File: src/rtl/iob_cache_req_arbiter.sv
// N-port request arbiter sharing one cache IOb front-end; strictly one outstanding transaction.
// Define IOB_CACHE_ARB_FIXED_PRIO_EN for fixed lowest-index priority instead of round-robin.
module iob_cache_req_arbiter #(
  parameter int unsigned N_PORTS  = 4,
  parameter int unsigned ADDR_W   = 32,
  parameter int unsigned DATA_W   = 32,
  parameter int unsigned USE_CTRL = 0,
  localparam int unsigned AW      = USE_CTRL + ADDR_W,
  localparam int unsigned SW      = DATA_W / 8,
  localparam int unsigned GW      = $clog2(N_PORTS)
) (
  input  logic                  clk_i,
  input  logic                  arst_n_i,
  input  logic                  cke_i,
  input  logic [N_PORTS-1:0]    s_avalid_i,
  input  logic [N_PORTS*AW-1:0] s_addr_i,
  input  logic [N_PORTS*DATA_W-1:0] s_wdata_i,
  input  logic [N_PORTS*SW-1:0] s_wstrb_i,
  output logic [N_PORTS*DATA_W-1:0] s_rdata_o,
  output logic [N_PORTS-1:0]    s_rvalid_o,
  output logic [N_PORTS-1:0]    s_ready_o,
  output logic                  m_avalid_o,
  output logic [AW-1:0]         m_addr_o,
  output logic [DATA_W-1:0]     m_wdata_o,
  output logic [SW-1:0]         m_wstrb_o,
  input  logic [DATA_W-1:0]     m_rdata_i,
  input  logic                  m_rvalid_i,
  input  logic                  m_ready_i,
  output logic [GW-1:0]         grant_o,
  output logic                  busy_o
);

  typedef enum logic [1:0] {StIdle, StIssue, StWait} state_e;

  state_e            state_q, state_d;
  logic [GW-1:0]     grant_q, grant_d;
  logic [AW-1:0]     addr_q, addr_d;
  logic [DATA_W-1:0] wdata_q, wdata_d;
  logic [SW-1:0]     wstrb_q, wstrb_d;
  logic              we_q, we_d;

  logic              win_found;
  logic [GW-1:0]     win_idx;

  // Winner search; iterating in reverse lets the highest-priority candidate be assigned last.
  always_comb begin
    win_found = 1'b0;
    win_idx   = '0;
`ifdef IOB_CACHE_ARB_FIXED_PRIO_EN
    for (int i = N_PORTS - 1; i >= 0; i--) begin
      if (s_avalid_i[i]) begin
        win_found = 1'b1;
        win_idx   = GW'(i);
      end
    end
`else
    for (int off = N_PORTS; off >= 1; off--) begin
      if (s_avalid_i[(int'(grant_q) + off) % int'(N_PORTS)]) begin
        win_found = 1'b1;
        win_idx   = GW'((int'(grant_q) + off) % int'(N_PORTS));
      end
    end
`endif
  end

  always_comb begin
    state_d    = state_q;
    grant_d    = grant_q;
    addr_d     = addr_q;
    wdata_d    = wdata_q;
    wstrb_d    = wstrb_q;
    we_d       = we_q;
    s_ready_o  = '0;
    s_rvalid_o = '0;
    // Handshake outputs are gated by cke_i so a frozen cycle neither accepts nor responds.
    if (cke_i) begin
      case (state_q)
        StIdle: begin
          if (win_found) begin
            s_ready_o[win_idx] = 1'b1;
            addr_d             = s_addr_i[int'(win_idx)*AW +: AW];
            wdata_d            = s_wdata_i[int'(win_idx)*DATA_W +: DATA_W];
            wstrb_d            = s_wstrb_i[int'(win_idx)*SW +: SW];
            we_d               = |s_wstrb_i[int'(win_idx)*SW +: SW];
            grant_d            = win_idx;
            state_d            = StIssue;
          end
        end
        StIssue: begin
          if (m_ready_i) state_d = StWait;
        end
        StWait: begin
          if (m_ready_i) begin
            state_d             = StIdle;
            s_rvalid_o[grant_q] = m_rvalid_i & ~we_q;
          end
        end
        default: state_d = StIdle;
      endcase
    end
  end

  always_ff @(posedge clk_i or negedge arst_n_i) begin
    if (!arst_n_i) begin
      state_q <= StIdle;
      grant_q <= GW'(N_PORTS - 1);
      addr_q  <= '0;
      wdata_q <= '0;
      wstrb_q <= '0;
      we_q    <= 1'b0;
    end else begin
      state_q <= state_d;
      grant_q <= grant_d;
      addr_q  <= addr_d;
      wdata_q <= wdata_d;
      wstrb_q <= wstrb_d;
      we_q    <= we_d;
    end
  end

  assign m_avalid_o = (state_q == StIssue);
  assign m_addr_o   = addr_q;
  assign m_wdata_o  = wdata_q;
  assign m_wstrb_o  = wstrb_q;
  assign s_rdata_o  = {N_PORTS{m_rdata_i}};
  assign grant_o    = grant_q;
  assign busy_o     = (state_q != StIdle);

endmodule

File: config.mk
export PLATFORM = sky130hd
export DESIGN_NAME = iob_cache_req_arbiter
export DESIGN_NICKNAME = d
export VERILOG_FILES = /design/src/rtl/iob_cache_req_arbiter.sv
export SDC_FILE = /design/constraint.sdc
export NUM_CORES = 1
export LEC_CHECK = 0
export BUFFER_PORTS_ARGS = -buffer_cell sky130_fd_sc_hd__buf_2
export CAP_MARGIN = 10
export CORE_AREA = 2 2 200 202
export CTS_BUF_LIST = sky130_fd_sc_hd__clkbuf_4
export DETAILED_ROUTE_END_ITERATION = 16
export DIE_AREA = 0 0 202 204
export SLEW_MARGIN = 20
export SYNTH_ARGS = -nofsm -noshare
export SYNTH_HDL_FRONTEND = slang
export SYNTH_SLANG_ARGS = --single-unit
File: constraint.sdc
create_clock -name clk_i -period 7.05 [get_ports clk_i]
set_clock_uncertainty 0.15 [all_clocks]
set_input_delay 0.705 -clock clk_i [delete_from_list [all_inputs] [get_ports clk_i]]
set_output_delay 0.705 -clock clk_i [all_outputs]
set_load 0.1 [all_outputs]
Word level (Yosys, flattened, before mapping)
Index checks and enable logic that the tools add are counted.
- register bits: 73
- output and inout port bits: 208
- word-level logic and storage cells: 78
- add/sub/neg operators: 4
- order comparisons: 8
- equality and inequality tests: 5
- shift-type cells: 3
- multiplexer cells: 34
- bitwise logic cells: 7
- reductions and logical operators: 11
- operator list (cell ; number):
    variable part select 128 x 8 -> 32 bit ; 2
    two-way mux 4 bit ; 6
    < comparator 3 x 4 -> 1 bit, second input constant ; 4
    variable part select 16 x 5 -> 4 bit ; 1
    two-way mux 1 bit ; 14
    two-way mux 2 bit ; 7
    binary-select mux 1 bit (select 2 bit) ; 4
    OR reduction 2 bit ; 4
    < comparator 2 x 3 -> 1 bit, second input constant ; 2
    case mux 2 bit (3 select lines) ; 1
    adder 2 x 1 -> 2 bit, second input constant ; 2
    adder 2 bit, second input constant ; 2
    bitwise AND 1 bit, first input constant ; 4
    bitwise AND 4 bit ; 1
    demux 1 bit (select 2 bit) ; 2
    greater-or-equal comparator 2 x 1 -> 1 bit, second input constant ; 2
    != test 2 bit, second input constant ; 2
    AND reduction 4 bit ; 1
    OR reduction 4 bit ; 1
    AND reduction 3 bit ; 1
    equality test 2 x 1 -> 1 bit, second input constant ; 1
    equality test 2 bit, second input constant ; 1
    logical AND 1 bit ; 2
    logical NOT 2 bit ; 1
    other kinds (4) ; 4

Longest topological paths before layout
- depth in word-level cells: 17
- depth in mapped cells: 13

Least setup slack after synthesis
Ideal clock, no wire load.
- path type: reg2out
- start: reg grant_q[0] (netlist: grant_o[0])
- end: out s_ready_o[2]
- arrival time: 4581 ps
- data required time: 6195 ps
- setup slack: 1614 ps
- stages on the path, launching flop included: 12
- cells stage by stage: dfstp_2 buf_4 inv_2 ha_1 buf_4 mux2i_1 nor2_1 o22ai_1 a32oi_1 buf_6 buf_6 nor3b_1
- word-level cells in the longest chain between the ends: 15
- elaborated cells between the ends (all ways): 32
- those cells by class: 4 x add/sub; 2 x order compare; 25 x mux; 1 x reduce/logical
- RTL lines (element ; RTL line ; text):
    start, declared ; 36 ; logic [GW-1:0] grant_q, grant_d;
    start signal, assigned ; 106 ; grant_q <= GW'(N_PORTS - 1);
    start signal, assigned ; 113 ; grant_q <= grant_d;
    adder 2 x 1 -> 2 bit ; 58, 60 ;
    binary-select mux 1 bit (select 2 bit) ; 58 ; if (s_avalid_i[(int'(grant_q) + off) % int'(N_PORTS)]) begin
    two-way mux 1 bit (implied by the code) (2 in series) ; 58 ;
    two-way mux 2 bit (4 in series) ; 58 ;
    < comparator 2 x 3 -> 1 bit (implied by the code) or greater-or-equal comparator 2 x 1 -> 1 bit (tied branches) ; 80 ; s_ready_o[win_idx] = 1'b1;
    logical AND 1 bit (implied by the code) ; 80 ;
    two-way mux 1 bit (implied by the code) ; 80 ;
    demux 1 bit (select 2 bit) ; 80 ;
    two-way mux 4 bit * ; 79 ; if (win_found) begin
    two-way mux 4 bit * ; 77 ; case (state_q)
    two-way mux 4 bit * ; 76 ; if (cke_i) begin
    end, declared ; 21 ; output logic [N_PORTS-1:0] s_ready_o,
Every way passes the cells marked *; elsewhere a longest branch is shown, timed or not. The select of a mux whose other input is x is not followed.

Final worst setup path
- start: reg grant_q[0] (netlist: grant_o[0])
- end: out s_ready_o[1]
Same word-level chain as after synthesis.

==> results.cfg <==
[outcome]
status = finished clean

[yosys]
ys.warnings.count = 0
ys_seq_area_share_pct = 32.30
netlist_area_um2 = 5664
synthFlopType = dfrtp_1
synth_cells = 417
ys_seq_elements = 73
syn_area_per_cell_um2 = 13.58
synth_top_area_cell = dfrtp_1
async_flop_share_pct = 100.0
synth_cell_types = 40
synthesis.nets = 734
synth-edff-count = 0
synth_top_cells_by_area = dfrtp_1, mux4_2, buf_4
yosysTopAreaCellShare_pct = 31.37

[sta]
setup_viol = 0
slew_violations = 0
min_period_ns = 4.491
relSlewSlack_pct = 49.32
hold_viol = 0
worstMarginPinSlew_ns = 0.7602
period_share_pct = 63.70
grt_setup_unrepaired = no
tns_ns = 0
fmax_ghz = 0.2227

[power_and_ir_drop]
peakVddDrop_v = 0.0002913
power_mw = 4.524
p_int_mw = 1.797
seq_power_share_pct = 17.0
power_switching_mw = 2.727
power_frac_comb_pct = 76.6
cellLeakagePower_nw = 3.263
swShare_pct = 60.29
powerDensity_nw_per_um2 = 627.2
p_clk_share_pct = 6.4

[routing]
vias = 4364
ant_nets = 0
routed_wl_um = 19150
viasPerCell = 3.714
wire_per_inst_um = 16.30
dr.pass1.iters = 4
drc_errors = 0
drt_iter0_drc = 150

[min_path]
worstHoldPathType = in -> async

[grt]
grt_overflow = 0
antenna_found_initial = 5
grt_pass1_vias = 4535
grt_start_max_net_pins = 74
grt.total_usage_pct = 9.049
grt_pass1_wl_um = 27010

[setup_path]
reg2reg_setup_slack_ns = 3.08
worst-setup-path-type = reg -> out
reg2reg_from = grant_o[0]
start_kind = flop
crit_path_end = s_ready_o[1]
critPathCaptureType = output port
reg2regPathDepth = 10
crit_required_ns = 6.19
arrival_ns = 3.64
crit_start = grant_o[0]
crit-reg2reg-capture = we_q
slowest_delay_ns = 0.67
path_cells = inv_2 -> ha_1 -> mux2i_1 -> nor2_1 -> o22ai_1 -> a32oi_4 -> buf_4 -> and3_1 -> buf_2
crit_slowest_cell = dfstp_2
crit_fanout = 34

[floorplanning]
die_x_um = 202
floorplan.initialDensity_pct = 14.46
fp.coreArea_um2 = 39180
die_area_um2 = 41210
io_pins = 521
rows = 73
die_y_um = 204

[final_layout]
area_delta_synth_final_pct = 27.35
fillerInstances = 4338
fin_nets = 958
register_area_um2 = 1829
drive_above_1_share_pct = 81.58
multiInputGateArea_um2 = 2709

[run]
cap_viol_max_count = 0

[clock_tree]
cts_tree = done
post_cts_resize_count = 0
cts_hold_buf = 0
htree_levels = 3
numCtsBuffers = 9
root_buffer = clkbuf_4
cts_buffer_depth = 2
post_cts_buffers = 0
clock_sinks = 73
clk_pin_slew_ns = 0.13
clock_latency_ns = 0.50

[placement]
numPortBuffers = 360
place_hpwl_um = 15950
routabilityCongestion = 0.7611
==> stage by stage <==
step                utilization [%]  cells  cell area, µm²  worst slack [ns]  hold slack [ns]
global placement              18.03   1155            7063             3.125           0.3351
finish                        18.41   1175            7213             2.559          0.08254
CTS                           18.37   1171            7199             2.386           0.1629
global route                  18.41   1175            7213             2.211          0.03890
floorplan                         -    417            5664             1.614           0.2594
detailed placement            18.03   1155            7063             3.044           0.3397
==> synthesized netlist by cell type (2+ instances only) <==
cell	number
buf_4	130
dfrtp_1	71
mux2_2	68
mux4_2	68
clkbuf_1	8
buf_2	7
buf_6	7
and2_1	4
ha_1	4
inv_1	4
nor2_1	4
mux2i_1	3
nor3b_1	3
o21ai_0	3
a21o_1	2
a21oi_1	2
dfstp_2	2
nand2_1	2
nand2b_1	2
nor4_1	2
o221ai_1	2
==> power by group through the flow <==
stage                     sequential [mW]  combinational [mW]  clock [mW]
after global routing                0.800                3.64       0.332
after CTS                           0.772                3.51       0.319
after global placement              0.773                3.47           0
after detailed placement            0.779                3.51           0
after floorplan                      2.27                1.77           0
final                               0.768                3.47       0.288
==> cell families (layout without fill, tap and decap cells) <==
kind of cell / count (synthesis) / after routing / synth area share, %
flip-flops: 73 / 73 / 32.30
other: 0 / 4 / 0
buffers and inverters: 158 / 387 / 20.46
adder cells (fa/ha/maj): 4 / 4 / 0.8836
AND/OR/NAND/NOR: 23 / 23 / 2.408
AO/OA/AOI/OAI: 20 / 20 / 2.872
multiplexers: 139 / 139 / 41.09
==> worst min-delay path by stage <==
stage,endpoint,slack (ns)
floorplan,m_addr_o[0],0.26
global placement,m_addr_o[17],0.34
detailed placement,m_addr_o[10],0.34
CTS,m_addr_o[21],0.16
global route,m_wdata_o[27],0.04
finish,m_wdata_o[27],0.08
==> critical path, delay by kind of cell, from the launching register on <==
kind | cells | cell delay, ns
compound gates | 2 | 0.37
fa+ha+maj | 1 | 0.51
buf+inv | 3 | 1.07
flops | 1 | 0.67
mux | 1 | 0.13
simple gates | 2 | 0.36
==> per-layer routing <==
layer  GRT usage, %  up-vias  routed length, µm
met1          10.10     2141               7334
met5              0        -                  9
met2          14.76      278               9316
met4          4.648        2                726
met3          3.811       51               1762
li1               -     1892                  -
==> cell usage in the layout (no fill, tap or decap), types with 3 or more instances in the layout <==
| cell | n |
|---|---|
| buf_2 | 359 |
| dfrtp_1 | 71 |
| mux4_2 | 68 |
| mux2_2 | 68 |
| clkbuf_4 | 9 |
| buf_4 | 6 |
| diode_2 | 4 |
| inv_1 | 4 |
| and2_1 | 4 |
| nor2_1 | 4 |
| ha_1 | 4 |
| mux2i_1 | 3 |
| o21ai_0 | 3 |
| clkinv_2 | 3 |
==> registers in the layout (all words and copies together) (netlist names) <==
signal     flops
m_wstrb_o      4
m_addr_o      32
grant_o        2
state_q        2
we_q           1
m_wdata_o     32
==> cell type report <==
class | count | share of cell area, %
timing repair buffer | 366 | 25.69
clock buffer | 9 | 0.9367
tap | 525 | 9.107
antenna | 4 | 0.1388
clock inverter | 7 | 0.9540
sequential | 73 | 25.36
multi-input combinational | 186 | 37.55
inverter | 5 | 0.2602
Power figures use the tool's default switching activity.
